$ cat config.mk
export PLATFORM = sky130hd
export DESIGN_NAME = sequence_lock_detector
export DESIGN_NICKNAME = d
export VERILOG_FILES = /design/src/rtl/sequence_lock_detector.sv
export SDC_FILE = /design/constraint.sdc
export NUM_CORES = 1
export LEC_CHECK = 0
export ABC_AREA = 1
export BUFFER_PORTS_ARGS = -buffer_cell sky130_fd_sc_hd__buf_2
export CORE_UTILIZATION = 44
export CTS_CLUSTER_DIAMETER = 200
export CTS_CLUSTER_SIZE = 10
export DETAILED_ROUTE_END_ITERATION = 16
export GPL_TIMING_DRIVEN = 0
export HOLD_SLACK_MARGIN = 0.08
export PLACE_DENSITY = 0.74
export SLEW_MARGIN = 20
export SYNTH_ARGS = -nofsm -noshare
export SYNTH_HDL_FRONTEND = slang
export SYNTH_SLANG_ARGS = --single-unit
export TNS_END_PERCENT = 5
$ cat constraint.sdc
create_clock -name clk -period 2.2 [get_ports clk]
set_clock_uncertainty 0.05 [all_clocks]
set_input_delay 0.11 -clock clk [delete_from_list [all_inputs] [get_ports clk]]
set_output_delay 0.11 -clock clk [all_outputs]
set_load 0.01 [all_outputs]
$ cat src/rtl/sequence_lock_detector.sv
// sequence_lock_detector
// Serial receiver for a periodic LEN-bit word sent MSB first. It hunts for
// PATTERN in the bit stream, confirms alignment over LOCK_CNT clean periods,
// then tracks the phase while locked. It counts bit errors and drops lock
// after UNLOCK_ERR errors that fall in consecutive dirty periods.
module sequence_lock_detector #(
  parameter int             LEN        = 6,
  parameter logic [LEN-1:0] PATTERN    = 6'b001011,
  parameter int             LOCK_CNT   = 2,
  parameter int             UNLOCK_ERR = 3,
  parameter int             ERR_W      = 8,
  localparam int            PW         = $clog2(LEN)
) (
  input  logic             clk,
  input  logic             rst_n,
  input  logic             data_in,
  input  logic             data_valid,
  input  logic             err_clr,
  output logic             match,
  output logic             locked,
  output logic [PW-1:0]    phase,
  output logic             bit_err,
  output logic             lock_lost,
  output logic [ERR_W-1:0] err_cnt
);

  localparam int GW = $clog2(LOCK_CNT + 1);
  localparam int MW = $clog2(UNLOCK_ERR + 1);

  typedef enum logic [1:0] {HUNT, VERIFY, LOCKED} state_t;

  state_t           state_reg, state_next;
  logic [LEN-1:0]   sh_reg, sh_next;
  logic [PW-1:0]    phase_reg, phase_next;
  logic [GW-1:0]    good_reg, good_next;
  logic [MW-1:0]    miss_reg, miss_next;
  logic             dirty_reg, dirty_next;
  logic [ERR_W-1:0] err_reg, err_next;
  logic             match_reg, match_next;
  logic             bit_err_reg, bit_err_next;
  logic             lock_lost_reg, lock_lost_next;

  // PATTERN reversed so that phase indexes the expected bit directly
  logic [LEN-1:0] pat_rev;
  for (genvar gi = 0; gi < LEN; gi++) begin : g_rev
    assign pat_rev[gi] = PATTERN[LEN-1-gi];
  end

  logic             exp_bit;
  logic             last_bit;
  logic             mism;
  logic             dirty_now;
  logic [PW-1:0]    phase_adv;
  logic [ERR_W-1:0] err_inc;
  logic [MW-1:0]    miss_inc;
  logic [GW-1:0]    good_inc;

  assign exp_bit   = pat_rev[phase_reg];
  assign last_bit  = (phase_reg == PW'(LEN - 1));
  assign mism      = (data_in != exp_bit);
  assign dirty_now = dirty_reg | mism;
  assign phase_adv = last_bit ? '0 : phase_reg + 1'b1;
  assign err_inc   = (err_reg == {ERR_W{1'b1}}) ? err_reg : err_reg + 1'b1;
  assign miss_inc  = miss_reg + 1'b1;
  assign good_inc  = good_reg + 1'b1;

  // State register and all registered outputs
  always_ff @(posedge clk or negedge rst_n) begin
    if (!rst_n) begin
      state_reg     <= HUNT;
      sh_reg        <= '0;
      phase_reg     <= '0;
      good_reg      <= '0;
      miss_reg      <= '0;
      dirty_reg     <= 1'b0;
      err_reg       <= '0;
      match_reg     <= 1'b0;
      bit_err_reg   <= 1'b0;
      lock_lost_reg <= 1'b0;
    end else begin
      state_reg     <= state_next;
      sh_reg        <= sh_next;
      phase_reg     <= phase_next;
      good_reg      <= good_next;
      miss_reg      <= miss_next;
      dirty_reg     <= dirty_next;
      err_reg       <= err_next;
      match_reg     <= match_next;
      bit_err_reg   <= bit_err_next;
      lock_lost_reg <= lock_lost_next;
    end
  end

  // Next-state logic: everything advances only on valid samples
  always_comb begin
    state_next     = state_reg;
    sh_next        = sh_reg;
    phase_next     = phase_reg;
    good_next      = good_reg;
    miss_next      = miss_reg;
    dirty_next     = dirty_reg;
    err_next       = err_reg;
    match_next     = 1'b0;
    bit_err_next   = 1'b0;
    lock_lost_next = 1'b0;

    if (data_valid) begin
      sh_next    = {sh_reg[LEN-2:0], data_in};
      match_next = (sh_next == PATTERN);

      unique case (state_reg)
        HUNT: begin
          if (match_next) begin
            phase_next = '0;
            if (LOCK_CNT == 1) begin
              state_next = LOCKED;
              good_next  = '0;
              miss_next  = '0;
              dirty_next = 1'b0;
            end else begin
              state_next = VERIFY;
              good_next  = GW'(1);
            end
          end
        end

        VERIFY: begin
          if (mism) begin
            // Alignment was a false start; resume hunting silently
            state_next = HUNT;
            phase_next = '0;
            good_next  = '0;
          end else begin
            phase_next = phase_adv;
            if (last_bit) begin
              if (good_inc == GW'(LOCK_CNT)) begin
                state_next = LOCKED;
                good_next  = '0;
                miss_next  = '0;
                dirty_next = 1'b0;
              end else begin
                good_next = good_inc;
              end
            end
          end
        end

        LOCKED: begin
          // Phase free-runs while locked; errors never realign it
          phase_next = phase_adv;
          if (mism) begin
            bit_err_next = 1'b1;
            err_next     = err_inc;
          end
          if (mism && miss_inc == MW'(UNLOCK_ERR)) begin
            state_next     = HUNT;
            lock_lost_next = 1'b1;
            phase_next     = '0;
            miss_next      = '0;
            dirty_next     = 1'b0;
          end else begin
            if (mism) miss_next = miss_inc;
            if (last_bit) begin
              dirty_next = 1'b0;
              // A fully clean period forgives earlier errors
              if (!dirty_now) miss_next = '0;
            end else begin
              dirty_next = dirty_now;
            end
          end
        end

        default: state_next = HUNT;
      endcase
    end

    // Clear has priority over a coincident increment
    if (err_clr) err_next = '0;
  end

  assign match     = match_reg;
  assign locked    = (state_reg == LOCKED);
  assign phase     = phase_reg;
  assign bit_err   = bit_err_reg;
  assign lock_lost = lock_lost_reg;
  assign err_cnt   = err_reg;

endmodule

==> results of run 1 <==
per-layer routing:
metal  part of all wire  up-vias  track usage  routed length, um
met2               0.45       22       0.2734               1307
met1               0.50      571       0.2484               1460
met4              0.019        0      0.08571                 57
met3              0.035        5      0.01863                101
li1                   -      682            -                  -
met5                  0        -            0                  0
area by class of cell:
cell class	count	area share
Buffer	2	0.01055
Inverter	27	0.05696
Tap cell	46	0.03235
Timing Repair Buffer	22	0.07314
Sequential cell	26	0.3657
Multi-Input combinational cell	141	0.4487
Clock buffer	3	0.01266
metrics by stage:
stage | instances | hold slack [ns]
3_3_place_gp | 260 | 0.09487
2_1_floorplan | 196 | -0.2356
5_1_grt | 267 | 0.3338
3_5_place_dp | 260 | 0.1019
4_1_cts | 267 | 0.2703
6_report | 267 | 0.2484
cell usage in the layout (no fill, tap or decap), types with 2 or more instances in the layout:
master	Yosys	layout
a21oi_1	3	3
buf_2	0	18
clkbuf_4	0	3
dfrtp_1	26	26
dlygate4sd3_1	0	4
ha_1	6	6
inv_1	26	26
nand2_1	48	48
nand2_2	5	5
nand2_4	3	3
nand3_1	24	24
nand3_2	3	3
nand3b_1	2	2
nand4_1	3	3
nor2_1	19	19
o21ai_0	8	8
o21ai_1	3	3
xor2_1	3	3
critical path, delay by kind of cell, from the launching register on:
kind | cells | cell delay, ns
buffers and inverters | 3 | 0.33
adders and majority gates | 1 | 0.30
and+or+nand+nor | 5 | 0.52
DFF | 1 | 0.44
logic make-up after synthesis:
group / count (synthesis) / synth area share
flip-flops: 26 / 0.4147
AO/OA/AOI/OAI: 19 / 0.07656
XOR/XNOR: 3 / 0.01675
adder cells (fa/ha/maj): 6 / 0.04785
buffers and inverters: 29 / 0.07655
AND/OR/NAND/NOR: 113 / 0.3676
power by group:
| part | internal (mW) | switching [mW] |
|---|---|---|
| registers | 0.552 | 0.0637 |
| clock network | 0.0642 | 0.137 |
| logic | 0.177 | 0.303 |
path summary, 6_finish.rpt:
kind	to	slack (ns)	cells past startpoint
worst max-delay path	err_cnt[0]$_DFFE_PN0P_	0.46	9
worst min-delay path	sh_reg[3]$_DFFE_PN0P_	0.25	2
worst max register to register	err_cnt[0]$_DFFE_PN0P_	0.46	9
worst min register to register	sh_reg[4]$_DFFE_PN0P_	0.46	2
max in group asynchronous	err_cnt[6]$_DFFE_PN0P_	1.48	2
min in group clk	sh_reg[4]$_DFFE_PN0P_	0.46	2
==> summary.txt, run 1 <==
Setup path
  – Arrival @ worst endpoint: approximately 1.9 ns
  – Critical path type: reg -> reg
  – CP Cell Sequence: inv_1 > ha_1 > nand2_1 > inv_1 > and3_1 > buf_6 > nand2_2 > nand2_1 > nor2_1
  – Slowest CP cell: dfrtp_1
  – Crit Path Max Fanout: 8
  – WP data required: about 2.4 ns
  – Worst r2r src: state_reg[0]$_DFFE_PN0P_
  – CP Capture Type: flip-flop
  – CP Launch Point: state_reg[0]$_DFFE_PN0P_
  – Crit-path max cell delay: 0.44 ns
  – Startpoint Class: flip-flop

Drt
  – DRT antenna net count: 0
  – Vias: around 1300
  – Vias per cell: around 4.8
  – Drt first pass iters: 4
  – WL/cell: approximately 11 um
  – # DRC: 0
  – DRT Wirelength: approximately 2.9 mm
  – DRT iter0 DRCs: about 70

Cells and area
  – Area growth syn-to-layout: 13.40%
  – Final #Nets: roughly 230
  – Share of post-route cells with drive strength above 1: 0.1946
  – Max reg flops: 8
  – Reg area: 650.6 um^2
  – Final core utilization: 0.5290
  – Area of the multi-input gates: approximately 800 um^2
  – Design area: roughly 1800 um^2
  – FILL cells: 350
  – Antenna cells: 0

Floorplanning
  – Die Wd: about 60 um
  – Initial Util: 0.4665
  – Core Box Area: ~3400 um^2
  – Top-Level Pins: 20
  – Core Rows: 21
  – Die area: 3809 um^2
  – Die height: 61.72 um

Timing
  – Final hold vios: 0
  – Setup ws final: ~0.46 ns
  – Slew @ Worst Pin: 0.5691 ns
  – Rel. slew slack: 0.6206
  – Final Max Tran Viols: 0
  – Max Clk Rate: around 0.58 GHz
  – Setup repair after global routing missed its margin: false
  – Final worst-path cycle share: 0.7889
  – Setup violators final: 0
  – Fin crit period: approximately 1.7 ns
  – TNS Setup: 0 ns

Synth
  – Mapped Cells: a little under 200
  – Asr flop ratio synth: 1.000
  – Yosys top cell area share: 0.4147
  – Average size of a mapped cell: ~8 um^2
  – Synth warn: 0
  – Flop and latch count out of synthesis: 26
  – Synth top cells by count: 48 x nand2_1, 26 x dfrtp_1, 26 x inv_1
  – Top-count cell post-synth: nand2_1
  – Synth Net Count: roughly 210
  – Post-synth top flop: dfrtp_1
  – Area contributors post-synth: dfrtp_1 41%, nand2_1 11%, nand3_1 7.7%
  – Mapped cell area: ~1600 um^2
  – Cell variety after synth: 29
  – Cell taking the most area after synthesis: dfrtp_1
  – Number of flops mapped to enable cells by yosys: 0
  – Post-synthesis sequential area ratio: 0.4147

Global route
  – Gr usage total: 0.1769
  – Antenna violations before repair: 0
  – Vias in the first global route: 1151
  – Pin count of the biggest net entering global routing: 27
  – Global-route wire length before repair: slightly below 5 mm
  – Overflow after GRT: 0

Clock tree
  – Num CTS Buffers: 3
  – Root buf cell: clkbuf_4
  – TritonCTS clock tree: yes
  – H-tree level count: 1
  – Clk_lat worst skew: approximately 0.32 ns
  – Post-CTS Hold Fix Bufs: 4
  – Max Buffers Root-to-Sink: 2
  – Post-cts resize count: 0
  – Clk slew on worst S/H paths: 0.13 ns
  – Clock net sink count: 26
  – Setup Buffers After CTS: 0

Placed design
  – Number of port buffers: 18
  – Placer's final routability congestion estimate: around 0.86
  – Pre-CTS setup slack: 0.4932 ns
  – Dpl hpwl: roughly 2.2 mm
  – Area of placed instances: roughly 1700 um^2

Run status
  – Status: complete, no violations

Power and ir drop
  – Worst IR drop on VDD: between 400 and 500 uV
  – Cell Pwr Density: 728.6 nW/um^2
  – Pleak: ~0.98 nW
  – Overall power: 1.296 mW

Job
  – Max Cap Viol: 0

Worst hold path
  – Hold Crit Class: in -> async
Power figures use the tool's default switching activity.
==> inputs of run 2 (changes only) <==
ABC_AREA = 0   (was 1)
PLACE_DENSITY = 0.77   (was 0.74)
clock period = 1.5 ns   (was 2.2 ns; I/O delays follow)
==> run 2 against run 1 <==
- the run now ends with setup timing left
- combinational power is 7.7% higher
- sequential share of layout area is 2.0 points higher
- clock power is 38% higher
- first-iteration DRC count is 20% higher
- worst hold slack worse by 0.059 ns
- setup slack worse by 0.93 ns
- die area is 8.7% lower
- clock-buffer cell count stayed put
- critical path depth is 2 lower
- via count is 7.0% lower
- critical endpoint is now err_cnt[6]$_DFFE_PN0P_
- largest cell class unchanged
- highest routed layer unchanged
==> summary.txt, run 2 <==
Timing
  – Final worst-path cycle share: 1.311
  – Fin crit period: roughly 2.0 ns
  – Setup repair after global routing missed its margin: true
  – TNS Setup: -4.627 ns
  – Setup ws final: -0.4658 ns
  – Slew @ Worst Pin: approximately 0.55 ns
  – Final Max Tran Viols: 0
  – Final hold vios: 0
  – Setup violators final: 19
  – Max Clk Rate: approximately 0.51 GHz
  – Rel. slew slack: 0.6278

Floorplanning
  – Core Box Area: between 3000 and 4000 um^2
  – Die area: 3479 um^2
  – Die Wd: roughly 60 um
  – Initial Util: 0.4642
  – Die height: 58.99 um
  – Core Rows: 20
  – Top-Level Pins: 20

Synth
  – Cell variety after synth: 43
  – Synth warn: 0
  – Flop and latch count out of synthesis: 26
  – Top-count cell post-synth: dfrtp_1
  – Asr flop ratio synth: 1.000
  – Synth Net Count: approximately 160
  – Cell taking the most area after synthesis: dfrtp_1
  – Post-synth top flop: dfrtp_1
  – Mapped Cells: 145
  – Post-synthesis sequential area ratio: 0.4553
  – Synth top cells by count: 26 x dfrtp_1, 13 x a21oi_1, 9 x inv_1, 9 x nor2_1, 8 x nand2_1
  – Average size of a mapped cell: a little under 10 um^2
  – Yosys top cell area share: 0.4553
  – Number of flops mapped to enable cells by yosys: 0
  – Mapped cell area: 1429 um^2
  – Area contributors post-synth: dfrtp_1 46%, mux2_2 5.5%, ha_1 5.3%

Run status
  – Violated checks: setup timing
  – Status: complete, but fails checks

Clock tree
  – Clk slew on worst S/H paths: 0.13 ns
  – Num CTS Buffers: 3
  – Root buf cell: clkbuf_4
  – H-tree level count: 1
  – Clk_lat worst skew: ~0.31 ns
  – TritonCTS clock tree: yes
  – Max Buffers Root-to-Sink: 2
  – Clock net sink count: 26

Cells and area
  – Share of post-route cells with drive strength above 1: 0.2679
  – Design area: 1695 um^2
  – Max reg flops: 8
  – Antenna cells: 0
  – FILL cells: 294
  – Final core utilization: 0.5508
  – Final #Nets: 181
  – Most frequent cells in the layout: 24 x dfrtp_1, 16 x buf_2, 13 x a21oi_1
  – Commonest non-fill, non-tap cell in the layout: dfrtp_1
  – Area growth syn-to-layout: 18.65%

Global route
  – Pin count of the biggest net entering global routing: 27
  – Global-route wire length before repair: between 4 and 5 mm
  – Antenna violations before repair: 0
  – Overflow after GRT: 0
  – Gr usage total: 0.1877
  – Vias in the first global route: about 1100

Power and ir drop
  – Pleak: between 0.7 and 0.8 nW
  – Overall power: between 1.5 and 2 mW
  – Cell Pwr Density: 954.8 nW/um^2
  – Worst IR drop on VDD: around 600 uV

Placed design
  – Dpl hpwl: roughly 2.1 mm
  – Area of placed instances: 1589 um^2
  – Placer's final routability congestion estimate: 0.8867
  – Number of port buffers: 16

Worst hold path
  – Hold Crit Class: in -> reg
  – HP Start: data_in
  – Hold Path Depth: 3

Drt
  – # DRC: 0
  – Vias: ~1200
  – DRT iter0 DRCs: 85
  – Vias per cell: approximately 5.6
  – DRT Wirelength: 2.773 mm
  – WL/cell: 13.08 um
  – DRT antenna net count: 0
  – Drt first pass iters: 4

Setup path
  – R2R cell count: 7
  – Startpoint Class: flip-flop
  – Critical path type: reg -> reg
  – Worst r2r src: state_reg[0]$_DFFE_PN0P_
  – Crit Path Max Fanout: 8
  – CP Launch Point: state_reg[0]$_DFFE_PN0P_
  – CP Capture Type: flip-flop
  – Arrival @ worst endpoint: around 2.2 ns
  – WP data required: 1.69 ns

Job
  – Max Cap Viol: 0
-- run 2: cell type report --
cell class              instances  area (um^2)  area share
multi-input cells             105        783.3      0.4620
flip-flops and latches         26        653.1      0.3852
repair buffers                 21        122.6     0.07232
well taps                      44        55.05     0.03247
inverters                       9        33.78     0.01993
plain buffers                   4        25.02     0.01476
clock buffers                   3        22.52     0.01328
-- run 2: worst max-delay path: stages, from the launching register on --
cell and delay [ns]:
dfrtp_1 0.41, inv_2 0.09, ha_4 0.14, nand2_2 0.06, or3_1 0.39, clkbuf_8 0.16, or4_1 0.46, a21oi_1 0.14
-- run 2: cells by family (layout without fill, tap and decap cells) --
group,count (synthesis),count (layout),synth area share
AOI/OAI and AO/OA,37,37,0.1734
xor gates and xnor gates,2,2,0.01226
adders and majority gates,6,6,0.05254
buffers and inverters,14,37,0.03765
DFF,26,26,0.4553
muxes,8,8,0.06217
and+or+nand+nor,52,52,0.2067
-- run 2: layer usage --
layer	share of wire	wire length, um	GRT usage
met2	0.51	1415	0.3393
met1	0.44	1222	0.2278
met3	0.039	109	0.02620
met4	0.0090	25	0.06463
met5	0	0	0
-- run 2: per-stage QoR --
stage / hold slack, ns / setup slack [ns] / std cells
after global routing: 0.2285 / -0.5611 / 212
after floorplan: -0.2706 / -0.4473 / 145
after detailed placement: 0.05632 / -0.5669 / 205
after CTS: 0.1672 / -0.4766 / 212
after global placement: 0.05670 / -0.5270 / 205
final: 0.1894 / -0.4658 / 212
-- run 2: final timing paths --
| check | end | slack, ns |
|---|---|---|
| min in group asynchronous | lock_lost$_DFF_PN0_ | 0.21 |
| max in group asynchronous | phase[2]$_DFFE_PN0P_ | 0.80 |
| worst max register to register | err_cnt[6]$_DFFE_PN0P_ | -0.47 |
| worst min register to register | sh_reg[4]$_DFFE_PN0P_ | 0.46 |
| worst min-delay path | match$_DFF_PN0_ | 0.19 |
| worst max-delay path | err_cnt[6]$_DFFE_PN0P_ | -0.47 |
-- run 2: what timing repair did --
action | CTS | global route
hold endpoints to repair | 28 | 0
pin swaps | 1 | 2
endpoints found under the setup margin | 20 | 20
setup buffers | 3 | 0
hold buffers | 2 | 0
resized for setup | 7 | 8
-- run 2: power breakdown --
group	internal (mW)	switching, mW
clock network	0.0940	0.183
logic	0.237	0.280
registers	0.770	0.0556
==> inputs of run 3 (changes only) <==
CTS_CLUSTER_DIAMETER = 50   (was 200)
GPL_TIMING_DRIVEN = default   (was 0)
==> run 3 against run 2 <==
- via count up 19%
- critical path type unchanged
- combinational power up 49%
- sequential share of layout area down 8.0 points
- highest routed layer unchanged
- setup slack better by 0.14 ns
- core utilization up 15 points
- final area up 26%
- sequential power up 0.6%
- critical path depth down 1
- worst hold slack worse by 0.12 ns
- clock-buffer cell count unchanged
- die area unchanged
- the run still ends with setup timing left
==> summary.txt, run 3 (same netlist as run 2, synthesis figures left out) <==
Run status
  – Status: complete, but fails checks
  – Violated checks: setup timing

Floorplanning
  – Die area: 3479 um^2
  – Core Rows: 20
  – Core Box Area: approximately 3100 um^2
  – Die Wd: about 60 um
  – Die height: between 50 and 60 um
  – Top-Level Pins: 20
  – Initial Util: 0.4642

Cells and area
  – Max reg flops: 8
  – Area growth syn-to-layout: 49.91%
  – Most frequent cells in the layout: 42 x buf_4, 24 x dfrtp_1, 19 x buf_2
  – Final #Nets: approximately 220
  – Commonest non-fill, non-tap cell in the layout: buf_4
  – Antenna cells: 0
  – Share of post-route cells with drive strength above 1: 0.5000
  – FILL cells: between 200 and 250

Power and ir drop
  – Clock power share: 0.244
  – Cell Pwr Density: between 900 and 1000 nW/um^2
  – Switching part of the total: 0.3248
  – Logic pwr share: 0.364
  – Flop pwr share: 0.393
  – Worst IR drop on VDD: 631.9 uV
  – Internal: around 1.4 mW
  – Psw: 0.6870 mW
  – Pleak: around 1 nW

Setup path
  – Crit-path max cell delay: 0.45 ns
  – WP data required: roughly 1.8 ns
  – Arrival @ worst endpoint: around 2.1 ns
  – R2R cell count: 6
  – Startpoint Class: flip-flop
  – CP Cell Sequence: inv_2 > ha_4 > nand2_2 > or3_4 > or4_4 > a21oi_2
  – Critical Path Stages: 6
  – Worst path top cell family by delay: simple AND/OR/NAND/NOR gates
  – Crit Path Max Fanout: 8
  – CP Capture Type: flip-flop
  – Slowest CP cell: or3_4
  – Worst Path Buf+Inv: 1
  – Critical path type: reg -> reg

Clock tree
  – H-tree level count: 1
  – Root buf cell: clkbuf_4
  – Num CTS Buffers: 3
  – Clk_lat worst skew: roughly 0.36 ns
  – Clock net sink count: 26
  – Clk slew on worst S/H paths: ~0.17 ns
  – Max Buffers Root-to-Sink: 2
  – TritonCTS clock tree: yes

Global route
  – Antenna violations before repair: 0
  – Vias in the first global route: between 1000 and 1500
  – Overflow after GRT: 0
  – Global-route wire length before repair: 6.541 mm
  – Pin count of the biggest net entering global routing: 27
  – Gr usage total: 0.2523

Timing
  – TNS Setup: -4.341 ns
  – Final hold vios: 0
  – Final worst-path cycle share: 1.219
  – Max Clk Rate: 0.5468 GHz
  – Setup ws final: -0.3287 ns
  – Rel. slew slack: 0.6106
  – Setup repair after global routing missed its margin: true
  – Final Max Tran Viols: 0
  – Hold_ws: 0.07210 ns
  – Setup violators final: 19
  – Fin crit period: approximately 1.8 ns
  – Slew @ Worst Pin: 0.5841 ns

Drt
  – DRT Wirelength: slightly below 4 mm
  – WL/cell: between 15 and 20 um
  – Drt first pass iters: 4
  – DRT iter0 DRCs: 73
  – # DRC: 0
  – Vias per cell: roughly 5.6
  – DRT antenna net count: 0
  – Vias: between 1000 and 1500

Worst hold path
  – Hold Crit Class: in -> reg
  – Hold Path Depth: 4

Placed design
  – Number of port buffers: 19
  – Dpl hpwl: ~2.8 mm
  – Placer's final routability congestion estimate: just over 0.9

Job
  – Max Cap Viol: 0
==> run 3: routing by layer <==
layer / track usage / share of wire
met1: 0.2929 / 0.41
met2: 0.4594 / 0.53
met3: 0.04148 / 0.035
met4: 0.1020 / 0.021
met5: 0 / 0
==> run 3: worst reg2reg max path, delay by kind of cell, from the launching register on <==
kind	cells	cell delay, ns
AO/OA/AOI/OAI	1	0.13
flip-flops	1	0.44
buffers and inverters	1	0.09
adder cells (fa/ha/maj)	1	0.14
AND/OR/NAND/NOR	3	0.94
==> run 3: cell type report <==
type | count | area, um^2 | share of cell area
Clock buffer | 3 | 22.52 | 0.01051
Clock inverter | 1 | 30.03 | 0.01402
Inverter | 9 | 33.78 | 0.01577
Multi-Input combinational cell | 105 | 884.6 | 0.4130
Sequential cell | 26 | 653.1 | 0.3049
Tap cell | 44 | 55.05 | 0.02570
Timing Repair Buffer | 66 | 462.9 | 0.2161
==> run 3: stage by stage <==
step	power, mW	setup slack (ns)	instance area, um^2	std cells	utilization
global placement	1.407	-0.3524	1904	247	0.6187
detailed placement	1.454	-0.4291	1904	247	0.6187
floorplan	1.151	-0.4473	1454	145	-
global route	2.213	-0.3930	2142	254	0.6959
CTS	2.062	-0.3508	2077	254	0.6748
finish	2.115	-0.3287	2142	254	0.6959
==> run 3: path summary, 6_finish.rpt <==
kind	slack (ns)	endpoint	start
worst max register to register	-0.33	err_cnt[7]$_DFFE_PN0P_	state_reg[0]$_DFFE_PN0P_
worst max-delay path	-0.33	err_cnt[7]$_DFFE_PN0P_	state_reg[0]$_DFFE_PN0P_
worst min-delay path	0.07	match$_DFF_PN0_	data_valid
min in group asynchronous	0.17	err_cnt[4]$_DFFE_PN0P_	rst_n
max in group asynchronous	0.79	state_reg[1]$_DFFE_PN0P_	rst_n
worst min register to register	0.48	good_reg[1]$_DFFE_PN0P_	good_reg[1]$_DFFE_PN0P_
==> run 3: power groups by stage <==
stage	registers [mW]	clock network, mW	logic, mW
after floorplan	0.847	0	0.304
after global placement	0.824	0	0.583
after detailed placement	0.833	0	0.621
after CTS	0.828	0.506	0.727
after global routing	0.838	0.543	0.833
final	0.830	0.516	0.769
==> run 3: repair_timing <==
action,in CTS,in global routing
endpoints found under the setup margin,20,20
pin swaps,11,5
resized for setup,21,17
buffers inserted,0,0
endpoints found under the hold margin,34,0
hold buffers,3,0
